===== src/rtl/ro_freq_meter.sv =====
// Ring-oscillator frequency meter: selects one oscillator, synchronises it into wb_clk_i
// and counts its rising edges over a programmable gate window.
module ro_freq_meter #(
  parameter int N_CH          = 16,
  parameter int SEL_W         = 4,
  parameter int GATE_W        = 16,
  parameter int CNT_W         = 24,
  parameter int SYNC_STAGES   = 2,
  parameter int SETTLE_CYCLES = 8
) (
  input  logic              wb_clk_i,
  input  logic              wb_rst_i,
  input  logic [N_CH-1:0]   ro_in,
  input  logic [SEL_W-1:0]  ch_sel,
  input  logic [GATE_W-1:0] gate_len,
  input  logic              start,
  input  logic              continuous,
  input  logic              abort,
  output logic              busy,
  output logic              ro_out,
  output logic [SEL_W-1:0]  cur_ch,
  output logic [CNT_W-1:0]  count,
  output logic              count_valid,
  output logic              overflow
);

  localparam int SET_W = $clog2(SETTLE_CYCLES + 1);
  localparam logic [CNT_W-1:0] CNT_MAX = {CNT_W{1'b1}};

  typedef enum logic [1:0] {IDLE, SETTLE, MEASURE} state_t;

  state_t                 state_q;
  logic [SYNC_STAGES-1:0] sync_q;
  logic                   edge_q;
  logic [SET_W-1:0]       settle_q;
  logic [GATE_W-1:0]      gate_q;
  logic [CNT_W-1:0]       cnt_q;
  logic                   ovf_q;
  logic [SEL_W-1:0]       cur_ch_q;
  logic [CNT_W-1:0]       count_q;
  logic                   count_valid_q;
  logic                   overflow_q;

  logic                   sel_bit;
  logic                   edge_det;
  logic [CNT_W-1:0]       cnt_d;
  logic                   ovf_d;
  logic [GATE_W-1:0]      gate_init;

  // Out-of-range channel numbers select a constant 0.
  always_comb begin
    sel_bit = 1'b0;
    for (int i = 0; i < N_CH; i++) begin
      if (cur_ch_q == SEL_W'(i)) sel_bit = ro_in[i];
    end
  end

  always_comb begin
    edge_det  = sync_q[SYNC_STAGES-1] & ~edge_q;
    cnt_d     = cnt_q;
    ovf_d     = ovf_q;
    if (edge_det) begin
      if (cnt_q == CNT_MAX) ovf_d = 1'b1;
      else                  cnt_d = cnt_q + CNT_W'(1);
    end
    gate_init = (gate_len == '0) ? '0 : gate_len - GATE_W'(1);
  end

  always_ff @(posedge wb_clk_i or posedge wb_rst_i) begin
    if (wb_rst_i) begin
      state_q       <= IDLE;
      sync_q        <= '0;
      edge_q        <= 1'b0;
      settle_q      <= '0;
      gate_q        <= '0;
      cnt_q         <= '0;
      ovf_q         <= 1'b0;
      cur_ch_q      <= '0;
      count_q       <= '0;
      count_valid_q <= 1'b0;
      overflow_q    <= 1'b0;
    end else begin
      sync_q        <= {sync_q[SYNC_STAGES-2:0], sel_bit};
      edge_q        <= sync_q[SYNC_STAGES-1];
      count_valid_q <= 1'b0;
      case (state_q)
        IDLE: begin
          if (start && !abort) begin
            cur_ch_q <= ch_sel;
            settle_q <= SET_W'(SETTLE_CYCLES - 1);
            state_q  <= SETTLE;
          end
        end
        SETTLE: begin
          if (abort) begin
            state_q <= IDLE;
          end else if (settle_q == '0) begin
            cnt_q   <= '0;
            ovf_q   <= 1'b0;
            gate_q  <= gate_init;
            state_q <= MEASURE;
          end else begin
            settle_q <= settle_q - SET_W'(1);
          end
        end
        MEASURE: begin
          if (abort) begin
            state_q <= IDLE;
          end else if (gate_q == '0) begin
            // Last counted cycle: its edge is folded into the reported count.
            count_q       <= cnt_d;
            overflow_q    <= ovf_d;
            count_valid_q <= 1'b1;
            cnt_q         <= '0;
            ovf_q         <= 1'b0;
            if (!continuous) begin
              state_q <= IDLE;
            end else if (ch_sel == cur_ch_q) begin
              gate_q <= gate_init;
            end else begin
              cur_ch_q <= ch_sel;
              settle_q <= SET_W'(SETTLE_CYCLES - 1);
              state_q  <= SETTLE;
            end
          end else begin
            cnt_q  <= cnt_d;
            ovf_q  <= ovf_d;
            gate_q <= gate_q - GATE_W'(1);
          end
        end
        default: state_q <= IDLE;
      endcase
    end
  end

  assign busy        = (state_q != IDLE);
  assign ro_out      = sync_q[SYNC_STAGES-1];
  assign cur_ch      = cur_ch_q;
  assign count       = count_q;
  assign count_valid = count_valid_q;
  assign overflow    = overflow_q;

endmodule


===== config.mk =====
export PLATFORM = sky130hd
export DESIGN_NAME = ro_freq_meter
export DESIGN_NICKNAME = d
export VERILOG_FILES = /design/src/rtl/ro_freq_meter.sv
export SDC_FILE = /design/constraint.sdc
export NUM_CORES = 1
export LEC_CHECK = 0
export BUFFER_PORTS_ARGS = -buffer_cell sky130_fd_sc_hd__buf_2
export CAP_MARGIN = 10
export CORE_UTILIZATION = 58
export DETAILED_ROUTE_END_ITERATION = 8
export PLACE_DENSITY = 0.81
export SYNTH_ARGS = -nofsm -noshare
export SYNTH_HDL_FRONTEND = slang
export SYNTH_SLANG_ARGS = --single-unit

===== constraint.sdc =====
create_clock -name wb_clk_i -period 2.97 [get_ports wb_clk_i]
set_input_delay 0 -clock wb_clk_i [delete_from_list [all_inputs] [get_ports wb_clk_i]]
set_output_delay 0 -clock wb_clk_i [all_outputs]
set_load 0.02 [all_outputs]

# Word level (Yosys, flattened, before mapping)
# Cells that the tools add are included.
totals:
  word_cells: 130
  inputBits: 41
  reg_bits: 80
  output_inout_bits: 32
classes:
  addsub: 4
  n_bitwise: 3
  mux: 63
  eq_ne: 32
  n_reduce_logical: 17
ops:
  columns: ["cell", "n"]
  rows:
  - ["two-way mux 24 bit", 6]
  - ["two-way mux 16 bit", 7]
  - ["two-way mux 4 bit", 12]
  - ["one-hot mux 24 bit (2 select lines)", 1]
  - ["== test 4 bit (second input constant)", 8]
  - ["logical NOT 16 bit", 2]
  - ["one-hot mux 16 bit (2 select lines)", 1]
  - ["subtractor 16 x 1 -> 16 bit (second input constant)", 2]
  - ["two-way mux 1 bit", 25]
  - ["adder 24 x 1 -> 24 bit (second input constant)", 1]
  - ["== test 24 bit (second input constant)", 1]
  - ["== test 4 x 3 -> 1 bit (second input constant)", 4]
  - ["!= test 2 bit (second input constant)", 8]
  - ["two-way mux 2 bit", 7]
  - ["!= test 3 bit (second input constant)", 4]
  - ["one-hot mux 4 bit (3 select lines)", 1]
  - ["AND reduction 6 bit", 2]
  - ["== test 4 x 2 -> 1 bit (second input constant)", 2]
  - ["logical NOT 4 bit", 2]
  - ["one-hot mux 4 bit (2 select lines)", 1]
  - ["AND reduction 4 bit", 2]
  - ["AND reduction 8 bit", 1]
  - ["one-hot mux 2 bit (3 select lines)", 1]
  - ["nonzero test 2 bit", 3]
  - ["14 further kinds", 15]

# Logic depth before layout (Yosys ltp)
depth:
  depth_word: 17
  mapped_depth: 9
  mapped_depth_nobuf: 8

# Worst setup path before layout
# Ideal clock, no wire load.
synth_timing:
  path_type: "register to register"
  start: "register settle_q[0]"
  end: "register gate_q[6]"
  arrival_ps: 1974
  setup_ps: 126
  n_path_buf: 1
  period_less_slack_ps: 2100
  slack_ps: 870
  stages_incl_launch_ff: 9
  cell_sequence: "dfrtp_1 inv_1 ha_1 nor3b_1 a21oi_1 nor2_1 or2b_1 buf_4 o32a_1"
synth_between:
  elab_chain_len: 3
synth_lines:
  columns: ["item", "line", "rtl"]
  rows:
  - ["start, declared", "35", "logic [SET_W-1:0] settle_q;"]
  - ["start signal, assigned", "90", "settle_q <= SET_W'(SETTLE_CYCLES - 1);"]
  - ["start signal, assigned", "103", "settle_q <= settle_q - SET_W'(1);"]
  - ["start signal, assigned", "122", "settle_q <= SET_W'(SETTLE_CYCLES - 1);"]
  - ["logical NOT 4 bit", "97", "end else if (settle_q == '0) begin"]
  - ["!= test 2 bit (no source line)", null, null]
  - ["AND reduction 6 bit (no source line)", null, null]
  - ["end signal, assigned", "100", "gate_q <= gate_init;"]
  - ["end signal, assigned", "119", "gate_q <= gate_init;"]
  - ["end signal, assigned", "128", "gate_q <= gate_q - GATE_W'(1);"]
  - ["end, declared", "36", "logic [GATE_W-1:0] gate_q;"]
# Every way passes these cells.
# A chain may end at the register's enable or synchronous reset.

# Worst setup path after layout
layout_timing:
  start: "register gate_q[0]"
  end: "register gate_q[1]"
layout_between:
  elab_chain_len: 4
  word_cells_on_any_way: 8
  classes_between: "add/sub: 1; eq/ne: 2; mux: 3; reduce/logical: 2"
layout_lines:
  columns: ["item", "line", "rtl"]
  rows:
  - ["subtractor 16 x 1 -> 16 bit or logical NOT 16 bit (tied branches)", "128, 109", null]
  - ["two-way mux 16 bit", "109", "end else if (gate_q == '0) begin"]
  - ["two-way mux 16 bit", "107", "if (abort) begin"]
  - ["one-hot mux 16 bit (2 select lines)", "86", "case (state_q)"]
# Several ways; a longest one is shown, not always the timed one. The select of a mux whose other input is x is not followed.

==> impl_metrics.tcl <==
set metrics [dict create \
    status "complete, no violations" \
    grt_use_total_pct 30.09 \
    seqPwrFrac_pct 51.0 \
    end_kind "flop" \
    grt_pass1_wl_mm 20.91 \
    hold_viol 0 \
    ys_seq_elements 80 \
    worstPathRequired_ns 3.22 \
    clkPwrFrac_pct 31.8 \
    stdcell_count 728 \
    drcViolationCount 0 \
    cts_max_level 3 \
    ir_drop_uv 264.5 \
    cts_setup_buffers 0 \
    cp_slowest_cell "or2b_1" \
    max_slew.worst_pin.slew_ns 0.8852 \
    num-fill-cells 667 \
    synthToLayoutAreaGrowth_pct 15.20 \
    final_nets 665 \
    clk_transition_reported_paths_ns 0.08 \
    place_inst 708 \
    antenna_left 0 \
    p_int_uw 1742 \
    drt-total-wl_mm 12.58 \
    hp-class "input port to flop" \
    relSlewSlack_pct 40.44 \
    dr.pass1.iters 4 \
    cp_max_fo 12 \
    synth_area_leaders "dfrtp_1 40%, o21ai_0 4.6%, xnor2_1 4.2%" \
    wl_per_cell_um 17.27 \
    yosys.area.top_type_share_pct 40.21 \
    grt_antenna_before_repair 0 \
    startpoint_type "flop" \
    io-pin-count 73 \
    drt_iter0_markers 267 \
    fp-row-count 33 \
    swShare_pct 29.09 \
    yosys_warnings 0 \
    rsz0062_at_grt "false" \
    clock_path_buffers 2 \
    fmaxAchievable_mhz 401.1 \
    netSwitchingPower_uw 714.5 \
    cp_cell_sequence "inv_1 -> ha_1 -> nor4b_4 -> nand3_2 -> a2111oi_4 -> or2b_1 -> inv_2 -> mux2_4" \
    setup_viol 0 \
    async_flop_share_pct 100.0 \
    syn_inst 538 \
    grt_max_degree 32 \
    place.gp.congestion 0.9054 \
    vias 4549 \
    cpPeakStageDelay_ns 0.45 \
    synth_top_area_cell "dfrtp_1" \
    dieHeight_um 94.65 \
    cts_tree "yes" \
    fin_setup_tns_ns 0 \
    finalMaxSlewViolations 0 \
    synth_top_flop_cell "dfrtp_1" \
    drv_cap 0 \
    synth_cell_types 67 \
    initial_utilization_pct 60.29 \
    synth_edf_count 0 \
    gr-total-overflow 0 \
    power_density_nw_per_um2 428.2 \
    synth_fp_nets 584 \
    critPathKind "flop to flop" \
    combPwrFrac_pct 17.2 \
    die_area_um2 8959 \
    cts_buffers 9 \
    avgSynthCellArea_um2 9.254 \
    fp.dieW_um 94.65 \
    p_leak_uw 0.002543 \
    core_area_um2 8258 \
    yosysSeqAreaShare_pct 40.21 \
    hpwl_mm 9.194 \
    clk_latency_ns 0.35 \
    vias_per_cell 6.249 \
    crit_arrival_ns 2.74 \
    clkSinkCount 80 \
    fin_crit_sh_pct 83.95 \
    period_needed_ns 2.493 \
    root_buffer "clkbuf_8" \
    fin_worst_skew_ns 0.01015 \
    syn-cell-area_um2 4979 \
    grt_pass1_vias 4350 \
    port_buffers 72 \
    n_antenna_cell 0 \
    drive_above_1_share_pct 21.67 \
]
-- layout by cell type (no fill, tap or decap), drive strengths merged, types with 7 or more instances in the layout --
cell    instances
nor3           28
dfrtp          80
a21oi          26
or3            13
a31oi          19
nor2           18
nand2b          7
xnor2          24
o21ai          47
buf            90
nand4          10
o31ai           8
xor2            9
inv            27
nand3          17
nand2          46
clkbuf          9
nor4           18
-- per-stage QoR --
stage                     setup slack, ns  power, uW  util [%]  instance area, um2  hold slack (ns)
after floorplan                    0.8704       1549         -                4979           0.1485
after global placement             0.5742       1672     66.61                5500           0.1051
after detailed placement           0.4862       1691     66.61                5500           0.1089
after CTS                          0.5089       2471     69.45                5736          0.08733
after global routing               0.3027       2571     69.45                5736           0.1160
final                              0.4767       2456     69.45                5736          0.08690
-- flip-flops by register name, indices dropped and copies added, names as in the netlist --
register     count
cnt_q           24
cur_ch           4
settle_q         4
edge_q           1
gate_q          16
count           24
ovf_q            1
state_q          2
overflow         1
sync_q           2
count_valid      1
-- final timing paths --
| kind | from | endpoint | slack, ns | depth (start not counted) |
|---|---|---|---|---|
| max in group asynchronous | wb_rst_i | count[1] | 1.90 | 4 |
| worst min register to register | sync_q[0] | sync_q[1] | 0.43 | 0 |
| worst max register to register | gate_q[0] | gate_q[1] | 0.48 | 8 |
| min in group asynchronous | wb_rst_i | count[20] | 0.25 | 3 |
| worst min-delay path | abort | settle_q[0] | 0.09 | 3 |
| worst max-delay path | gate_q[0] | gate_q[1] | 0.48 | 8 |
-- final cells by class --
type / count / area, um2 / share of cell area, %
clock buffers: 9 / 123.9 / 2.160
clock inverters: 6 / 61.31 / 1.069
inverters: 27 / 101.3 / 1.767
multi-input cells: 406 / 2770 / 48.30
flip-flops and latches: 80 / 2002 / 34.90
well taps: 105 / 131.4 / 2.291
repair buffers: 95 / 545.5 / 9.511
-- Yosys cell counts (all sizes together), types with 7 or more instances --
cell / instances
dfrtp: 80
or3: 13
buf: 11
nand3: 17
nand2: 46
inv: 27
o31ai: 8
o21ai: 47
nor2: 18
xnor2: 24
a31oi: 19
a21oi: 26
nand2b: 7
clkbuf: 14
nand4: 10
nor4: 18
xor2: 9
nor3: 28
-- critical path: cells and delay by family (launching register included) --
| kind | cells | cell delay [ns] |
|---|---|---|
| AND/OR/NAND/NOR | 3 | 0.87 |
| flip-flops | 1 | 0.44 |
| AO/OA/AOI/OAI | 1 | 0.33 |
| adder cells (fa/ha/maj) | 1 | 0.16 |
| buffers and inverters | 2 | 0.27 |
| multiplexers | 1 | 0.32 |
-- layer usage --
metal	vias up	routed length, um	global-route usage (%)
met5	-	0	0
met4	0	282	11.24
met3	24	688	4.428
met2	164	6374	52.34
met1	2181	5230	37.73
li1	2180	-	-
-- logic make-up after synthesis --
kind of cell	share of synthesized area [%]
flip-flops	40.21
AO/OA/AOI/OAI	19.68
buffers and inverters	4.247
AND/OR/NAND/NOR	23.65
XOR/XNOR	5.806
adder cells (fa/ha/maj)	1.257
multiplexers	5.152
-- power by group through the flow --
| stage | clock, uW | combinational (uW) | sequential (uW) |
|---|---|---|---|
| finish | 781 | 423 | 1250 |
| global route | 846 | 462 | 1260 |
| CTS | 794 | 426 | 1250 |
| detailed placement | 0 | 419 | 1270 |
| global placement | 0 | 407 | 1270 |
| floorplan | 0 | 285 | 1260 |
-- repair_timing --
| item | CTS | global route |
|---|---|---|
| resized for setup | 0 | 0 |
| hold buffers | 5 | 0 |
| hold endpoints to repair | 32 | 0 |
No activity file was read; power rests on OpenSTA's default activity.
